[src/rtl/fetch_unit.sv]
// Instruction fetch: owns the PC, reads sync imem, presents instr/pc/pc+4 to decode.
// Latency: 2 cycles from reset release or 3 cycles from a redirect edge to instr_valid; 1 instr per 2 cycles sustained.
// Backpressure: instr_ready=0 holds VALID with outputs frozen and no imem read; redirect always wins.
// Optional misaligned-target trap: define FETCH_MISALIGN_TRAP_EN (default build forces target[1:0]=0).
module fetch_unit #(
  parameter logic [31:0] RESET_PC = 32'h0000_0000,
  parameter int          IMEM_AW  = 11
) (
  input  logic               clk,
  input  logic               reset,
  output logic               imem_rden,
  output logic [IMEM_AW-1:0] imem_addr,
  input  logic [31:0]        imem_rdata,
  output logic               instr_valid,
  input  logic               instr_ready,
  output logic [31:0]        instr,
  output logic [31:0]        instr_pc,
  output logic [31:0]        instr_pc4,
  input  logic               redirect_valid,
  input  logic [31:0]        redirect_target,
  output logic               fault,
  output logic [31:0]        fault_pc
);

`ifdef FETCH_MISALIGN_TRAP_EN
  typedef enum logic [1:0] {S_REQ = 2'd0, S_WAIT = 2'd1, S_VALID = 2'd2, S_FAULT = 2'd3} state_t;
`else
  typedef enum logic [1:0] {S_REQ = 2'd0, S_WAIT = 2'd1, S_VALID = 2'd2} state_t;
`endif

  localparam logic [31:0] NOP = 32'h0000_0013;

  state_t             r_state;
  state_t             w_state_nxt;
  logic [31:0]        r_pc;
  logic [31:0]        w_pc_nxt;
  logic [31:0]        w_pc_inc;
  logic [31:0]        w_target;
  logic               w_redir;
  logic               w_capture;
  logic               w_rden;
  logic [IMEM_AW-1:0] w_rd_addr;
  logic [31:0]        r_instr;
  logic [31:0]        r_instr_pc;
  logic               r_instr_valid;

  assign w_pc_inc = r_pc + 32'd4;

`ifdef FETCH_MISALIGN_TRAP_EN
  logic        w_misalign;
  logic        r_fault;
  logic [31:0] r_fault_pc;

  // Once faulted the unit is frozen; redirects are ignored until reset.
  assign w_redir    = redirect_valid && (r_state != S_FAULT);
  assign w_target   = redirect_target;
  assign w_misalign = |redirect_target[1:0];
`else
  assign w_redir  = redirect_valid;
  assign w_target = redirect_target & ~32'h0000_0003;
`endif

  // Next state, next PC and the combinational imem read strobe/address.
  always_comb begin
    w_state_nxt = r_state;
    w_pc_nxt    = r_pc;
    w_rden      = 1'b0;
    w_rd_addr   = r_pc[IMEM_AW+1:2];
    w_capture   = 1'b0;
    case (r_state)
      S_REQ: begin
        w_rden      = 1'b1;
        w_state_nxt = S_WAIT;
      end
      S_WAIT: begin
        w_capture   = 1'b1;
        w_state_nxt = S_VALID;
      end
      S_VALID: begin
        // Accepted handshake: launch the next sequential read in the same cycle.
        if (instr_ready) begin
          w_rden      = 1'b1;
          w_rd_addr   = w_pc_inc[IMEM_AW+1:2];
          w_pc_nxt    = w_pc_inc;
          w_state_nxt = S_WAIT;
        end
      end
      default: begin
`ifdef FETCH_MISALIGN_TRAP_EN
        w_state_nxt = r_state;
`else
        w_state_nxt = S_REQ;
`endif
      end
    endcase
    // Redirect overrides everything: kill the read, drop any in-flight data.
    if (w_redir) begin
      w_rden      = 1'b0;
      w_capture   = 1'b0;
      w_pc_nxt    = w_target;
      w_state_nxt = S_REQ;
`ifdef FETCH_MISALIGN_TRAP_EN
      if (w_misalign) begin
        w_pc_nxt    = r_pc;
        w_state_nxt = S_FAULT;
      end
`endif
    end
  end

  // State and program counter registers.
  always_ff @(posedge clk or negedge reset) begin
    if (!reset) begin
      r_state <= S_REQ;
      r_pc    <= RESET_PC;
    end else begin
      r_state <= w_state_nxt;
      r_pc    <= w_pc_nxt;
    end
  end

  // Instruction buffer: loaded from imem in WAIT, valid exactly while in VALID.
  always_ff @(posedge clk or negedge reset) begin
    if (!reset) begin
      r_instr       <= NOP;
      r_instr_pc    <= RESET_PC;
      r_instr_valid <= 1'b0;
    end else begin
      r_instr_valid <= (w_state_nxt == S_VALID);
      if (w_capture) begin
        r_instr    <= imem_rdata;
        r_instr_pc <= r_pc;
      end
    end
  end

`ifdef FETCH_MISALIGN_TRAP_EN
  // Sticky fault flag and the offending redirect target.
  always_ff @(posedge clk or negedge reset) begin
    if (!reset) begin
      r_fault    <= 1'b0;
      r_fault_pc <= 32'h0;
    end else if (w_redir && w_misalign) begin
      r_fault    <= 1'b1;
      r_fault_pc <= redirect_target;
    end
  end

  assign fault    = r_fault;
  assign fault_pc = r_fault_pc;
`else
  assign fault    = 1'b0;
  assign fault_pc = 32'h0;
`endif

  assign imem_rden   = w_rden;
  assign imem_addr   = w_rd_addr;
  assign instr_valid = r_instr_valid;
  assign instr       = r_instr;
  assign instr_pc    = r_instr_pc;
  assign instr_pc4   = r_instr_pc + 32'd4;

endmodule

[config.mk]
export PLATFORM = sky130hd
export DESIGN_NAME = fetch_unit
export DESIGN_NICKNAME = d
export VERILOG_FILES = /design/src/rtl/fetch_unit.sv
export SDC_FILE = /design/constraint.sdc
export NUM_CORES = 1
export LEC_CHECK = 0
export ABC_AREA = 1
export CORE_UTILIZATION = 41
export DETAILED_ROUTE_END_ITERATION = 10
export HOLD_SLACK_MARGIN = 0.15
export PLACE_DENSITY = 0.75
export SLEW_MARGIN = 40
export SYNTH_ARGS = -nofsm -noshare
export SYNTH_HDL_FRONTEND = slang
export SYNTH_SLANG_ARGS = --single-unit
[constraint.sdc]
create_clock -name clk -period 1.53 [get_ports clk]
set_input_delay 0.306 -clock clk [delete_from_list [all_inputs] [get_ports clk]]
set_output_delay 0.306 -clock clk [all_outputs]
set_load 0.02 [all_outputs]
Word-level counts from Yosys, hierarchy flattened
Cells that the tools add are included.
{"block": "classes", "n_reduce_logical": 4, "muxes": 13, "n_bitwise": 0, "eq_ne": 3, "shifts": 0, "add_sub_neg": 2, "div_mod_pow": 0, "multipliers": 0, "order_cmp": 0}
{"op": "$mux 32", "count": 3}
{"op": "$add 32x3->32 const B", "count": 2}
{"op": "$mux 11", "count": 2}
{"op": "$pmux 2 s3", "count": 1}
{"op": "$eq 2x2->1 const B", "count": 2}
{"op": "$mux 1", "count": 4}
{"op": "$mux 2", "count": 2}
{"op": "$reduce_bool 2->1", "count": 2}
{"op": "$eq 2x1->1 const B", "count": 1}
{"op": "$logic_not 2->1", "count": 1}
{"op": "$pmux 1 s2", "count": 1}
{"op": "$reduce_and 2->1", "count": 1}
{"block": "totals", "latchBits": 0, "regBits": 99, "romBits": 0, "elab_cells": 27, "out_inout_bits": 142, "memories": 0, "ram_bits": 0}

Longest topological paths before layout
{"block": "depth", "word_depth": 4, "depth_mapped": 9, "mapped_depth_nobuf": 9}

Worst setup path before layout
No wires, ideal clock.
{"block": "synth_timing", "path_type": "flip-flop to output port", "startpoint": "reg r_instr_pc[2], in the netlist instr_pc[2]", "endpoint": "out instr_pc4[18]", "required_ns": 1.224, "path_slack_ns": -0.455, "n_path_buf": 0, "path_stages_with_launch": 7, "t_arrival_ns": 1.679, "cell_sequence": "dfrtp_1 > ha_1 > nand3_1 > inv_1 > nand2_1 > nor2_1 > xor2_1"}
{"block": "synth_via", "elab_chain_cells": 1}
{"item": "start: declaration", "line": "44", "source": "logic [31:0] r_instr_pc;"}
{"item": "start signal: assignment", "line": "132", "source": "r_instr_pc <= r_pc;"}
{"item": "$add 32x3->32", "line": "161", "source": "assign instr_pc4 = r_instr_pc + 32'd4;"}
{"item": "end: declaration", "line": "18", "source": "output logic [31:0] instr_pc4,"}
No other way between the ends.

Worst setup path in the final report
{"block": "layout_timing", "startpoint": "reg r_instr_pc[8], in the netlist instr_pc[8]", "endpoint": "out instr_pc4[30]"}
Same word-level chain as after synthesis.

==> metrics.txt <==
CTS Sinks 95; Power Dens Cells 1100 mW/mm²; Critical R2R Launch r_pc[2]$_DFFE_PN0P_; Routed WL 20.7 mm; crit path kind register to output pin; Final GP Congestion 0.913; worst-path fanout max 4; clock tree from TritonCTS yes; dpl cell area 0.00863 mm²; Peak Freq 476 MHz; NetSw 4.20 mW; maximum capacitance violations 0; FILL cells 953; CP arrival 1.80 ns; crit path to instr_pc4[30]; internal power 6.94 mW; fraction of layout cells with a size suffix above 1 0.428; Worst Skew 0.00726 ns; RSZ-0062 raised after global routing yes; Sw Share 0.377; Setup violations, final 45; sequential share of the synthesized area 0.411; H-tree Lvls 3; required time of the critical path 1.22 ns; crit start category register; Tot Pwr 11.1 mW; core area 0.0138 mm²; CTS buffer count 9; root buf cell clkbuf_16; pre-CTS WS -0.905 ns; worst skew pair latency 0.35 ns; Global Route Usage Sum 0.257; Die X 121 µm; Seq cells post-synth 95; drt initial violations 499; Clock power frac 0.219; flop-to-flop setup slack -0.12 ns; failing checks setup timing; initial antenna violation count 1; Worst setup EP type output pin; syn avg cell area 7.65 µm²; Residual DRC 0; P&R area growth vs syn 75.0%; io pins 210; Tcrit/Tclk final 1.37; Vias/cell 4.99; Reg2Reg Capture Point r_pc[15]$_DFFE_PN0P_; share of power burned in registers 0.325; Synth Warn # 0; worst vdd ir 699 µV; GRT overflow 0; outcome finished with violations; Syn Inst Count 757; crit path from instr_pc[8]$_DFFE_PN0P_; via count 6336; First-pass DRT Iterations 5; Leak 4.89 nW; final-report hold violation count 0; Port-buffer cells 170; combinational share of power 0.456; Worst-path clk slew 0.07 ns; R2R cell count 10; min Tclk post-route 2.10 ns; global-route wire length before repair 29.0 mm; initial core utilization 0.419; drt wl/cell 16.3 µm; Netlist cell types 33; post-DP HPWL 13.3 mm; antenna viol nets, final 0; HP Class primary input to asynchronous set/reset pin; Core Rows 43; largest net degree at the start of global routing 53; setup ws final -0.571 ns; Net count, final 1155; die area 0.0146 mm²; max-slew violations 0; Cell Area, Synth 0.00579 mm²; vias in the first global route 5854; clock buffer depth 2; design area 0.0101 mm²; height of the die 121 µm
==> critical path, stage by stage, from the launching register on <==
cell,delay [ns]
dfrtp_2,0.45
inv_4,0.07
nor3_4,0.28
nand2_2,0.15
nor2_4,0.15
nand2_1,0.07
nand2_1,0.08
nand2_2,0.07
buf_6,0.13
==> state kept, by name, indices dropped and copies added, names as in the netlist <==
| signal | count |
|---|---|
| r_state | 2 |
| instr | 32 |
| instr_valid | 1 |
| r_pc | 30 |
| instr_pc | 30 |
==> cell type report <==
class	instances	area [µm²]	area share
Clock inverter	6	91.3	0.00901
Clock buffer	10	229	0.0226
Timing Repair Buffer	335	3150	0.310
Multi-Input combinational cell	561	3700	0.365
Sequential cell	95	2410	0.238
Inverter	83	327	0.0322
Tap cell	180	225	0.0222
Antenna cell	1	2.50	0.000247
==> kinds of logic (layout without fill, tap and decap cells) <==
family	after synthesis	in the layout	share of synthesized area
buffers and inverters	137	434	0.118
AO/OA/AOI/OAI	59	59	0.0521
other	1	38	0.000648
multiplexers	33	33	0.0707
AND/OR/NAND/NOR	409	409	0.311
flip-flops	95	95	0.411
XOR/XNOR	21	21	0.0318
adder cells (fa/ha/maj)	2	2	0.00432
==> metal layers <==
layer | global-route usage | vias up | share of wire
li1 | - | 2978 | -
met1 | 0.332 | 3013 | 0.41
met2 | 0.442 | 292 | 0.51
met3 | 0.0316 | 53 | 0.058
met4 | 0.0918 | 0 | 0.030
met5 | 0 | - | 0
==> worst min-delay path by stage <==
stage                     cells past startpoint                  endpoint  slack (ns)   from
after floorplan                               0     instr[10]$_DFFE_PN0P_        0.01  reset
final                                         2  instr_pc[27]$_DFFE_PN0P_        0.45  reset
after global routing                          2  instr_pc[25]$_DFFE_PN0P_        0.48  reset
after CTS                                     2  instr_pc[26]$_DFFE_PN0P_        0.44  reset
after global placement                        1  instr_pc[27]$_DFFE_PN0P_        0.26  reset
after detailed placement                      1  instr_pc[27]$_DFFE_PN0P_        0.26  reset
==> power by group through the flow <==
stage	Sequential (mW)	Clock [mW]	Combinational, mW
after floorplan	4.12	0	1.57
after global placement	3.54	0	4.56
after detailed placement	3.57	0	4.63
after CTS	3.54	2.49	4.65
after global routing	3.68	2.57	5.40
final	3.62	2.44	5.08
==> cells in the mapped netlist <==
master / instances / share of area
mux2_4: 10 / 0.026
buf_2: 7 / 0.0061
clkbuf_1: 7 / 0.0045
o31ai_1: 2 / 0.0026
dfstp_2: 3 / 0.014
o21ai_0: 55 / 0.048
inv_1: 82 / 0.053
nor3_2: 2 / 0.0035
nor2_4: 6 / 0.012
nand2_2: 3 / 0.0032
nand2_1: 239 / 0.15
dfrtp_1: 92 / 0.40
o21ai_1: 1 / 0.00086
conb_1: 1 / 0.00065
and2_1: 4 / 0.0043
a31oi_1: 1 / 0.0011
nor2_1: 65 / 0.042
nand3_2: 2 / 0.0035
nand3_1: 50 / 0.043
nand2_4: 1 / 0.0019
xnor2_1: 1 / 0.0015
nand3b_1: 10 / 0.013
ha_1: 2 / 0.0043
nor2_2: 7 / 0.0076
buf_6: 3 / 0.0058
mux2_2: 23 / 0.045
nor3b_1: 1 / 0.0013
inv_2: 1 / 0.00065
xor2_1: 20 / 0.030
nor3_1: 8 / 0.0069
buf_4: 37 / 0.048
nand4_1: 10 / 0.011
nand3_4: 1 / 0.0030
==> placed cells by master, fill, tap and decap left out, types with 7 or more instances in the layout <==
cell and instances:
nand2_1 197, buf_4 127, buf_6 72, inv_1 70
dfrtp_1 68, clkdlybuf4s50_1 62, o21ai_0 51, conb_1 37
nand3_1 36, nor2_4 34, nor2_1 32, nand2_2 31
dlygate4sd2_1 31, dfrtp_2 24, mux2_2 23, nand2_4 15
xor2_2 15, nor2_2 12, nand3_2 11, clkbuf_16 11
nand4_1 10, nand3b_1 10, mux2_4 10, buf_2 10
inv_2 9, clkdlybuf4s15_1 8, nor3_4 7, clkdlybuf4s15_2 7
buf_12 7
==> per-stage QoR <==
step / instances / util / TNS [ns] / hold WS (ns)
3_3_place_gp: 1203 / 0.624 / -51.70 / 0.262
3_5_place_dp: 1203 / 0.624 / -54.32 / 0.260
4_1_cts: 1248 / 0.681 / -15.17 / 0.437
5_1_grt: 1270 / 0.733 / -21.86 / 0.476
6_report: 1271 / 0.733 / -17.49 / 0.447
2_1_floorplan: 793 / - / -0.644 / 0.0104
==> what timing repair did <==
item	in CTS	in global routing
hold endpoints to repair	24	0
pin swaps	61	60
hold buffers	1	0
setup endpoints to repair	124	115
buffers inserted	30	28
gates resized for setup	464	138
cloned	0	2
Note: power is estimated with default switching activity, not from simulation.
